<file path="src/rtl/dlx_mem_pkg.sv">
// Shared encodings for the DLX memory arbiter: access sizes, FSM states,
// grant owners and the access-legality helper.
package dlx_mem_pkg;

  localparam logic [1:0] SZ_BYTE = 2'b00;
  localparam logic [1:0] SZ_HALF = 2'b01;
  localparam logic [1:0] SZ_WORD = 2'b10;
  localparam logic [1:0] SZ_ILL  = 2'b11;

  typedef enum logic [2:0] {
    ST_IDLE   = 3'd0,
    ST_ACCESS = 3'd1,
    ST_RMW_RD = 3'd2,
    ST_RMW_WR = 3'd3,
    ST_RESP   = 3'd4
  } state_e;

  typedef enum logic {
    GR_INSTR = 1'b0,
    GR_DATA  = 1'b1
  } grant_e;

  // A data access is rejected when misaligned for its size or when the size is illegal.
  function automatic logic access_err(input logic [1:0] size, input logic [1:0] a);
    logic e;
    e = 1'b0;
    case (size)
      SZ_BYTE: e = 1'b0;
      SZ_HALF: e = a[0];
      SZ_WORD: e = (a != 2'b00);
      default: e = 1'b1;
    endcase
    return e;
  endfunction

endpackage

</file>
<file path="src/rtl/dlx_lane_align.sv">
// Big-endian lane steering: load extract/extend and byte/half store merge.
// Byte lane 0 is bits [0:7]; store data arrives right-aligned.
module dlx_lane_align
  import dlx_mem_pkg::*;
(
  input  logic [0:31] word_i,
  input  logic [1:0]  addr_i,
  input  logic [1:0]  size_i,
  input  logic        signed_i,
  input  logic [0:31] wdata_i,
  output logic [0:31] rdata_o,
  output logic [0:31] merged_o
);

  logic [0:7]  byte_s;
  logic [0:15] half_s;

  // Select the addressed lane and right-align it with sign or zero fill.
  always_comb begin
    byte_s  = 8'h00;
    half_s  = 16'h0000;
    rdata_o = word_i;
    case (addr_i)
      2'd0:    byte_s = word_i[0:7];
      2'd1:    byte_s = word_i[8:15];
      2'd2:    byte_s = word_i[16:23];
      2'd3:    byte_s = word_i[24:31];
      default: byte_s = 8'h00;
    endcase
    if (addr_i[1]) begin
      half_s = word_i[16:31];
    end else begin
      half_s = word_i[0:15];
    end
    case (size_i)
      SZ_BYTE: rdata_o = {{24{signed_i & byte_s[0]}}, byte_s};
      SZ_HALF: rdata_o = {{16{signed_i & half_s[0]}}, half_s};
      default: rdata_o = word_i;
    endcase
  end

  // Overlay the right-aligned store data onto the addressed lane of the old word.
  always_comb begin
    merged_o = word_i;
    case (size_i)
      SZ_BYTE: begin
        case (addr_i)
          2'd0:    merged_o[0:7]   = wdata_i[24:31];
          2'd1:    merged_o[8:15]  = wdata_i[24:31];
          2'd2:    merged_o[16:23] = wdata_i[24:31];
          2'd3:    merged_o[24:31] = wdata_i[24:31];
          default: merged_o = word_i;
        endcase
      end
      SZ_HALF: begin
        if (addr_i[1]) begin
          merged_o[16:31] = wdata_i[16:31];
        end else begin
          merged_o[0:15] = wdata_i[16:31];
        end
      end
      default: merged_o = wdata_i;
    endcase
  end

endmodule

</file>
<file path="src/rtl/dlx_mem_arbiter.sv">
// Round-robin arbiter sharing one single-ported SRAM between instruction
// fetch and MEM-stage load/store. Sub-word stores use read-modify-write.
module dlx_mem_arbiter
  import dlx_mem_pkg::*;
#(
  parameter int AW = 32,
  parameter int DW = 32
) (
  input  logic          clk,
  input  logic          rst_n,
  input  logic          i_req,
  input  logic [AW-1:0] i_addr,
  output logic          i_ack,
  output logic [0:DW-1] i_rdata,
  input  logic          d_req,
  input  logic          d_we,
  input  logic [1:0]    d_size,
  input  logic          d_signed,
  input  logic [AW-1:0] d_addr,
  input  logic [0:DW-1] d_wdata,
  output logic          d_ack,
  output logic [0:DW-1] d_rdata,
  output logic          d_err,
  output logic          sram_cs,
  output logic          sram_oe,
  output logic          sram_we,
  output logic [AW-1:0] sram_addr,
  output logic [0:DW-1] sram_din,
  input  logic [0:DW-1] sram_dout
);

  state_e        state_q, state_d;
  grant_e        last_grant_q, last_grant_d;
  grant_e        grant_q, grant_d;
  logic [AW-1:0] addr_q, addr_d;
  logic [1:0]    size_q, size_d;
  logic          we_q, we_d;
  logic          signed_q, signed_d;
  logic [0:DW-1] wdata_q, wdata_d;
  logic [0:DW-1] merged_q, merged_d;
  logic          i_ack_q, i_ack_d;
  logic [0:DW-1] i_rdata_q, i_rdata_d;
  logic          d_ack_q, d_ack_d;
  logic [0:DW-1] d_rdata_q, d_rdata_d;
  logic          d_err_q, d_err_d;
  logic          pick_data_s;
  logic [0:DW-1] align_rdata_s;
  logic [0:DW-1] align_merged_s;

  dlx_lane_align u_align (
    .word_i   (sram_dout),
    .addr_i   (addr_q[1:0]),
    .size_i   (size_q),
    .signed_i (signed_q),
    .wdata_i  (wdata_q),
    .rdata_o  (align_rdata_s),
    .merged_o (align_merged_s)
  );

  // Next-state, arbitration, request latching and response registers.
  always_comb begin
    state_d      = state_q;
    last_grant_d = last_grant_q;
    grant_d      = grant_q;
    addr_d       = addr_q;
    size_d       = size_q;
    we_d         = we_q;
    signed_d     = signed_q;
    wdata_d      = wdata_q;
    merged_d     = merged_q;
    i_ack_d      = 1'b0;
    i_rdata_d    = i_rdata_q;
    d_ack_d      = 1'b0;
    d_rdata_d    = d_rdata_q;
    d_err_d      = 1'b0;
    // Data wins when alone, or on contention when instruction was served last.
    pick_data_s  = d_req && (!i_req || (last_grant_q == GR_INSTR));
    case (state_q)
      ST_IDLE: begin
        if (pick_data_s) begin
          grant_d  = GR_DATA;
          addr_d   = d_addr;
          size_d   = d_size;
          we_d     = d_we;
          signed_d = d_signed;
          wdata_d  = d_wdata;
          if (access_err(d_size, d_addr[1:0])) begin
            state_d = ST_RESP;
            d_ack_d = 1'b1;
            d_err_d = 1'b1;
          end else if (d_we && (d_size != SZ_WORD)) begin
            state_d = ST_RMW_RD;
          end else begin
            state_d = ST_ACCESS;
          end
        end else if (i_req) begin
          grant_d  = GR_INSTR;
          addr_d   = i_addr;
          size_d   = SZ_WORD;
          we_d     = 1'b0;
          signed_d = 1'b0;
          state_d  = ST_ACCESS;
        end else begin
          state_d = ST_IDLE;
        end
      end
      ST_ACCESS: begin
        state_d = ST_RESP;
        if (grant_q == GR_INSTR) begin
          i_ack_d   = 1'b1;
          i_rdata_d = sram_dout;
        end else begin
          d_ack_d = 1'b1;
          if (!we_q) begin
            d_rdata_d = align_rdata_s;
          end else begin
            d_rdata_d = d_rdata_q;
          end
        end
      end
      ST_RMW_RD: begin
        merged_d = align_merged_s;
        state_d  = ST_RMW_WR;
      end
      ST_RMW_WR: begin
        d_ack_d = 1'b1;
        state_d = ST_RESP;
      end
      ST_RESP: begin
        last_grant_d = grant_q;
        state_d      = ST_IDLE;
      end
      default: begin
        state_d = ST_IDLE;
      end
    endcase
  end

  // State and datapath registers; reset clears everything and favours data next.
  always_ff @(posedge clk or negedge rst_n) begin
    if (!rst_n) begin
      state_q      <= ST_IDLE;
      last_grant_q <= GR_INSTR;
      grant_q      <= GR_INSTR;
      addr_q       <= '0;
      size_q       <= 2'b00;
      we_q         <= 1'b0;
      signed_q     <= 1'b0;
      wdata_q      <= '0;
      merged_q     <= '0;
      i_ack_q      <= 1'b0;
      i_rdata_q    <= '0;
      d_ack_q      <= 1'b0;
      d_rdata_q    <= '0;
      d_err_q      <= 1'b0;
    end else begin
      state_q      <= state_d;
      last_grant_q <= last_grant_d;
      grant_q      <= grant_d;
      addr_q       <= addr_d;
      size_q       <= size_d;
      we_q         <= we_d;
      signed_q     <= signed_d;
      wdata_q      <= wdata_d;
      merged_q     <= merged_d;
      i_ack_q      <= i_ack_d;
      i_rdata_q    <= i_rdata_d;
      d_ack_q      <= d_ack_d;
      d_rdata_q    <= d_rdata_d;
      d_err_q      <= d_err_d;
    end
  end

  // SRAM strobes decode from state and latched request only, so they drop with reset.
  always_comb begin
    sram_cs  = 1'b0;
    sram_oe  = 1'b0;
    sram_we  = 1'b0;
    sram_din = '0;
    case (state_q)
      ST_ACCESS: begin
        sram_cs = 1'b1;
        if (we_q) begin
          sram_we  = 1'b1;
          sram_din = wdata_q;
        end else begin
          sram_oe = 1'b1;
        end
      end
      ST_RMW_RD: begin
        sram_cs = 1'b1;
        sram_oe = 1'b1;
      end
      ST_RMW_WR: begin
        sram_cs  = 1'b1;
        sram_we  = 1'b1;
        sram_din = merged_q;
      end
      default: begin
        sram_cs = 1'b0;
      end
    endcase
  end

  assign sram_addr = {addr_q[AW-1:2], 2'b00};
  assign i_ack     = i_ack_q;
  assign i_rdata   = i_rdata_q;
  assign d_ack     = d_ack_q;
  assign d_rdata   = d_rdata_q;
  assign d_err     = d_err_q;

endmodule

</file>
<file path="config.mk">
export PLATFORM = sky130hd
export DESIGN_NAME = dlx_mem_arbiter
export DESIGN_NICKNAME = d
export VERILOG_FILES = /design/src/rtl/dlx_mem_pkg.sv /design/src/rtl/dlx_lane_align.sv /design/src/rtl/dlx_mem_arbiter.sv
export SDC_FILE = /design/constraint.sdc
export NUM_CORES = 1
export LEC_CHECK = 0
export CAP_MARGIN = 10
export CORE_MARGIN = 1.5
export CORE_UTILIZATION = 39
export DETAILED_ROUTE_END_ITERATION = 10
export PLACE_DENSITY = 0.81
export SETUP_SLACK_MARGIN = 0.3
export SYNTH_ARGS = -nofsm -noshare
export SYNTH_HDL_FRONTEND = slang
export SYNTH_SLANG_ARGS = --single-unit
export TNS_END_PERCENT = 10
</file>
<file path="constraint.sdc">
create_clock -name clk -period 1.85 [get_ports clk]
set_input_delay 0.37 -clock clk [delete_from_list [all_inputs] [get_ports clk]]
set_output_delay 0.37 -clock clk [all_outputs]
set_load 0.05 [all_outputs]
</file>
==> run summary <==
==================================================================================
Dpl hpwl                                                              21400 microns
WL/cell                                                               22.5 microns
Total power draw                                                          0.0281 W
Via count of the routed design                                                8466
Max-cap viol count                                                               0
Number of buffer and inverter stages on the critical path                        3
Global routing's busiest layer                                                met2
IO Port Bufs                                                                   267
TritonCTS clock tree                                                          done
Worst min-delay path class                                            primary input to asynchronous set/reset pin
Critical Path End Type                                                  output pin
Number of global-route vias before repair                                     8548
Count of different cell masters after synthesis                                 44
Final standard cell count with taps included and fillers excluded             1493
Ordered cell list for the critical path                               nor2b_4 > buf_12 > buf_12 > a22oi_2 > nor2_4 > buf_12
Syn. warnings                                                                    0
Routability Congestion                                                       0.904
Synthesized flop and latch total                                               172
Maximum clock path buffer count                                                  2
Average size of a mapped cell                                           9.46 sq um
Worst EP arrival                                                           1750 ps
Kind of start point of the critical path                                 flip-flop
Layout cells sized above 1                                                   0.406
Crit Path Class                                                       flip-flop to output pin
Biggest area contributors in the synthesized netlist                  sky130_fd_sc_hd__dfrtp_1, sky130_fd_sc_hd__nand2_1, sky130_fd_sc_hd__mux2_2, sky130_fd_sc_hd__mux2i_1, sky130_fd_sc_hd__o21ai_0
Std-Cell Rows                                                                   54
Placed cell count                                                             1442
Most common cell on crit path                                         sky130_fd_sc_hd__buf_12
Family of cells with the greatest summed delay on the critical path   buffers and inverters
Post-Syn Area                                                           8800 sq um
Largest voltage drop on the vdd net                                     0.000754 V
Overall die area                                                       23500 sq um
Nets                                                                          1336
Maximum achievable frequency                                               472 MHz
Clock Sinks                                                                    172
Number of instances in the synthesized netlist                                 930
Starting utilization of the core area                                        0.401
Final setup margin                                                         -270 ps
Number of remaining DRC errors                                                  13
First-pass detailed-route iteration total                                       11
Final Cycle Share                                                             1.15
Vias per cell                                                                 5.67
Antenna Nets Post-Route                                                          0
Clk_lat worst skew                                                          440 ps
Areal power density over the cells                                    1980 nW/um^2
Number of antenna violations at the first check in global routing                0
Met1 capacity usage during global routing                                    0.353
Horizontal die dimension                                               153 microns
Met2 capacity usage during global routing                                    0.437
Post-detailed-routing wire length                                     33600 microns
Setup slack on the worst flop-to-flop path                                  -20 ps
Layout area overhead                                                         61.4%
Largest net degree at the start of global routing                               59
Wire length of the first global-routing pass                          49100 microns
Max-slew violations                                                              0
Most used DFF post-synth                                              sky130_fd_sc_hd__dfrtp_1
Worst clock skew                                                           12.4 ps
Fillers                                                                       1583
Delay of the slowest cell on the worst path                                 430 ps
Static leakage                                                             6.15 nW
Height of the chip                                                     153 microns
Result of the run                                                     finished, violations left
Clock-pin transition on the worst setup and hold timing paths                70 ps
Failing checks                                                        design-rule violations, negative setup slack
EDFF count, synth                                                                0
Critical Path Fanout Max                                                         6
Overall global routing resource usage                                        0.270
Share of flip-flops with an asynchronous set or reset                         1.00
Met3 routing resource usage after global routing                            0.0641
Standard cell with the maximum stage delay on the critical path       sky130_fd_sc_hd__dfrtp_1
Data required, critical path                                               1480 ps
Yosys top cell area share                                                    0.489
Final critical delay including setup and external delays                   2120 ps
Initial DRC count                                                              868
H-tree level count                                                               4
Clk Tree Root Cell                                                    sky130_fd_sc_hd__clkbuf_16
Remaining global-route overflow                                                  0
RSZ-0062 raised after global routing                                           yes
Final worst hold slack                                                      434 ps
Cell taking the most area after synthesis                             sky130_fd_sc_hd__dfrtp_1
Number of I/O pins                                                             270
Placeable core region                                                  22000 sq um
Share of the yosys chip area belonging to registers                          0.489
# diodes                                                                         0
Count of endpoints failing setup in the final report                            40
Total count of hold-check failures in the final report                           0
TritonCTS Buffers                                                               17
==================================================================================
worst paths after layout:
check / start / end / cells past startpoint
worst max-delay path: we_q / sram_din[15] / 6
worst min-delay path: rst_n / we_q / 2
worst max register to register: state_q[1] / addr_q[18] / 9
worst min register to register: addr_q[2] / addr_q[2] / 2
max in group asynchronous: rst_n / merged_q[8] / 3
min in group clk: d_wdata[4] / wdata_q[4] / 3
cell usage in the layout (no fill, tap or decap), types with 7 or more instances in the layout:
| cell type | n |
|---|---|
| sky130_fd_sc_hd__nand2_1 | 175 |
| sky130_fd_sc_hd__dfrtp_1 | 163 |
| sky130_fd_sc_hd__buf_4 | 138 |
| sky130_fd_sc_hd__clkdlybuf4s50_1 | 134 |
| sky130_fd_sc_hd__buf_12 | 53 |
| sky130_fd_sc_hd__nor2_4 | 46 |
| sky130_fd_sc_hd__mux2_4 | 44 |
| sky130_fd_sc_hd__o21ai_1 | 43 |
| sky130_fd_sc_hd__o21ai_0 | 42 |
| sky130_fd_sc_hd__mux2i_1 | 36 |
| sky130_fd_sc_hd__a21oi_2 | 32 |
| sky130_fd_sc_hd__nor2_1 | 31 |
| sky130_fd_sc_hd__mux2_2 | 22 |
| sky130_fd_sc_hd__a22oi_2 | 21 |
| sky130_fd_sc_hd__clkbuf_16 | 19 |
| sky130_fd_sc_hd__nand2_2 | 16 |
| sky130_fd_sc_hd__a222oi_1 | 16 |
| sky130_fd_sc_hd__or3_1 | 15 |
| sky130_fd_sc_hd__nand2_4 | 14 |
| sky130_fd_sc_hd__buf_6 | 14 |
| sky130_fd_sc_hd__a21oi_1 | 13 |
| sky130_fd_sc_hd__a22oi_1 | 9 |
| sky130_fd_sc_hd__o21bai_1 | 8 |
| sky130_fd_sc_hd__dfrtp_2 | 8 |
| sky130_fd_sc_hd__nor2b_1 | 7 |
| sky130_fd_sc_hd__o21ai_2 | 7 |
| sky130_fd_sc_hd__buf_16 | 7 |
through the flow:
stage	TNS, ps	area (sq um)	setup slack (ps)	utilization
3_3_place_gp	-2760	12400	-120	0.563
5_1_grt	-8780	14200	-330	0.647
6_report	-7310	14200	-270	0.647
4_1_cts	-6100	13800	-240	0.627
2_1_floorplan	0	9210	176	-
3_5_place_dp	-7590	12400	-176	0.563
flip-flops by register name, summed over array words and instances (netlist names), 2 cells and up:
register	cells
addr_q	32
d_rdata	32
i_rdata	32
merged_q	32
size_q	2
state_q	3
wdata_q	32
synth_stat cells, types with 8 or more instances:
library cell and number:
sky130_fd_sc_hd__nand2_1 205, sky130_fd_sc_hd__a22oi_1 30, sky130_fd_sc_hd__a21oi_1 38, sky130_fd_sc_hd__buf_4 32, sky130_fd_sc_hd__mux2_2 65, sky130_fd_sc_hd__nor2b_1 9, sky130_fd_sc_hd__a222oi_1 16, sky130_fd_sc_hd__dfrtp_1 172
sky130_fd_sc_hd__o21ai_1 14, sky130_fd_sc_hd__a21oi_2 11, sky130_fd_sc_hd__mux2i_1 43, sky130_fd_sc_hd__buf_2 23, sky130_fd_sc_hd__clkbuf_1 32, sky130_fd_sc_hd__o21bai_1 8, sky130_fd_sc_hd__or3_1 17, sky130_fd_sc_hd__o21ai_0 79
sky130_fd_sc_hd__nor2_1 77, sky130_fd_sc_hd__buf_1 8
routing by layer:
metal,vias up,share of wire
met5,-,0
met4,0,0.041
met3,114,0.086
met2,500,0.48
met1,4137,0.39
li1,3715,-
report_power, final:
| group | total, W | switching [W] | internal [W] |
|---|---|---|---|
| clock network | 0.00395 | 0.00166 | 0.00230 |
| registers | 0.00762 | 0.00197 | 0.00565 |
| logic | 0.0165 | 0.00998 | 0.00653 |
layout make-up:
cell class / count / area [sq um] / area share
clock inverters: 14 / 205 / 0.0144
clock buffers: 18 / 429 / 0.0302
multi-input cells: 654 / 5010 / 0.353
flip-flops and latches: 172 / 4320 / 0.304
repair buffers: 351 / 3880 / 0.273
inverters: 4 / 15.0 / 0.00106
well taps: 280 / 350 / 0.0247
timing repair:
action | 4_1_cts | 5_1_grt
setup endpoints to repair | 203 | 206
endpoints found under the hold margin | 34 | 0
gates resized for setup | 150 | 117
setup buffers | 8 | 2
gates cloned | 6 | 2
pin swaps | 99 | 89
hold buffers | 1 | 0
cells by family (layout without fill, tap and decap cells):
family / Yosys count / count (layout) / share of synthesized area
other: 1 / 2 / 0.000426
and+or+nand+nor: 332 / 332 / 0.158
buffers and inverters: 105 / 387 / 0.0668
muxes: 109 / 109 / 0.134
AOI/OAI and AO/OA: 211 / 211 / 0.152
DFF: 172 / 172 / 0.489
(Power assumes the default switching activity.)
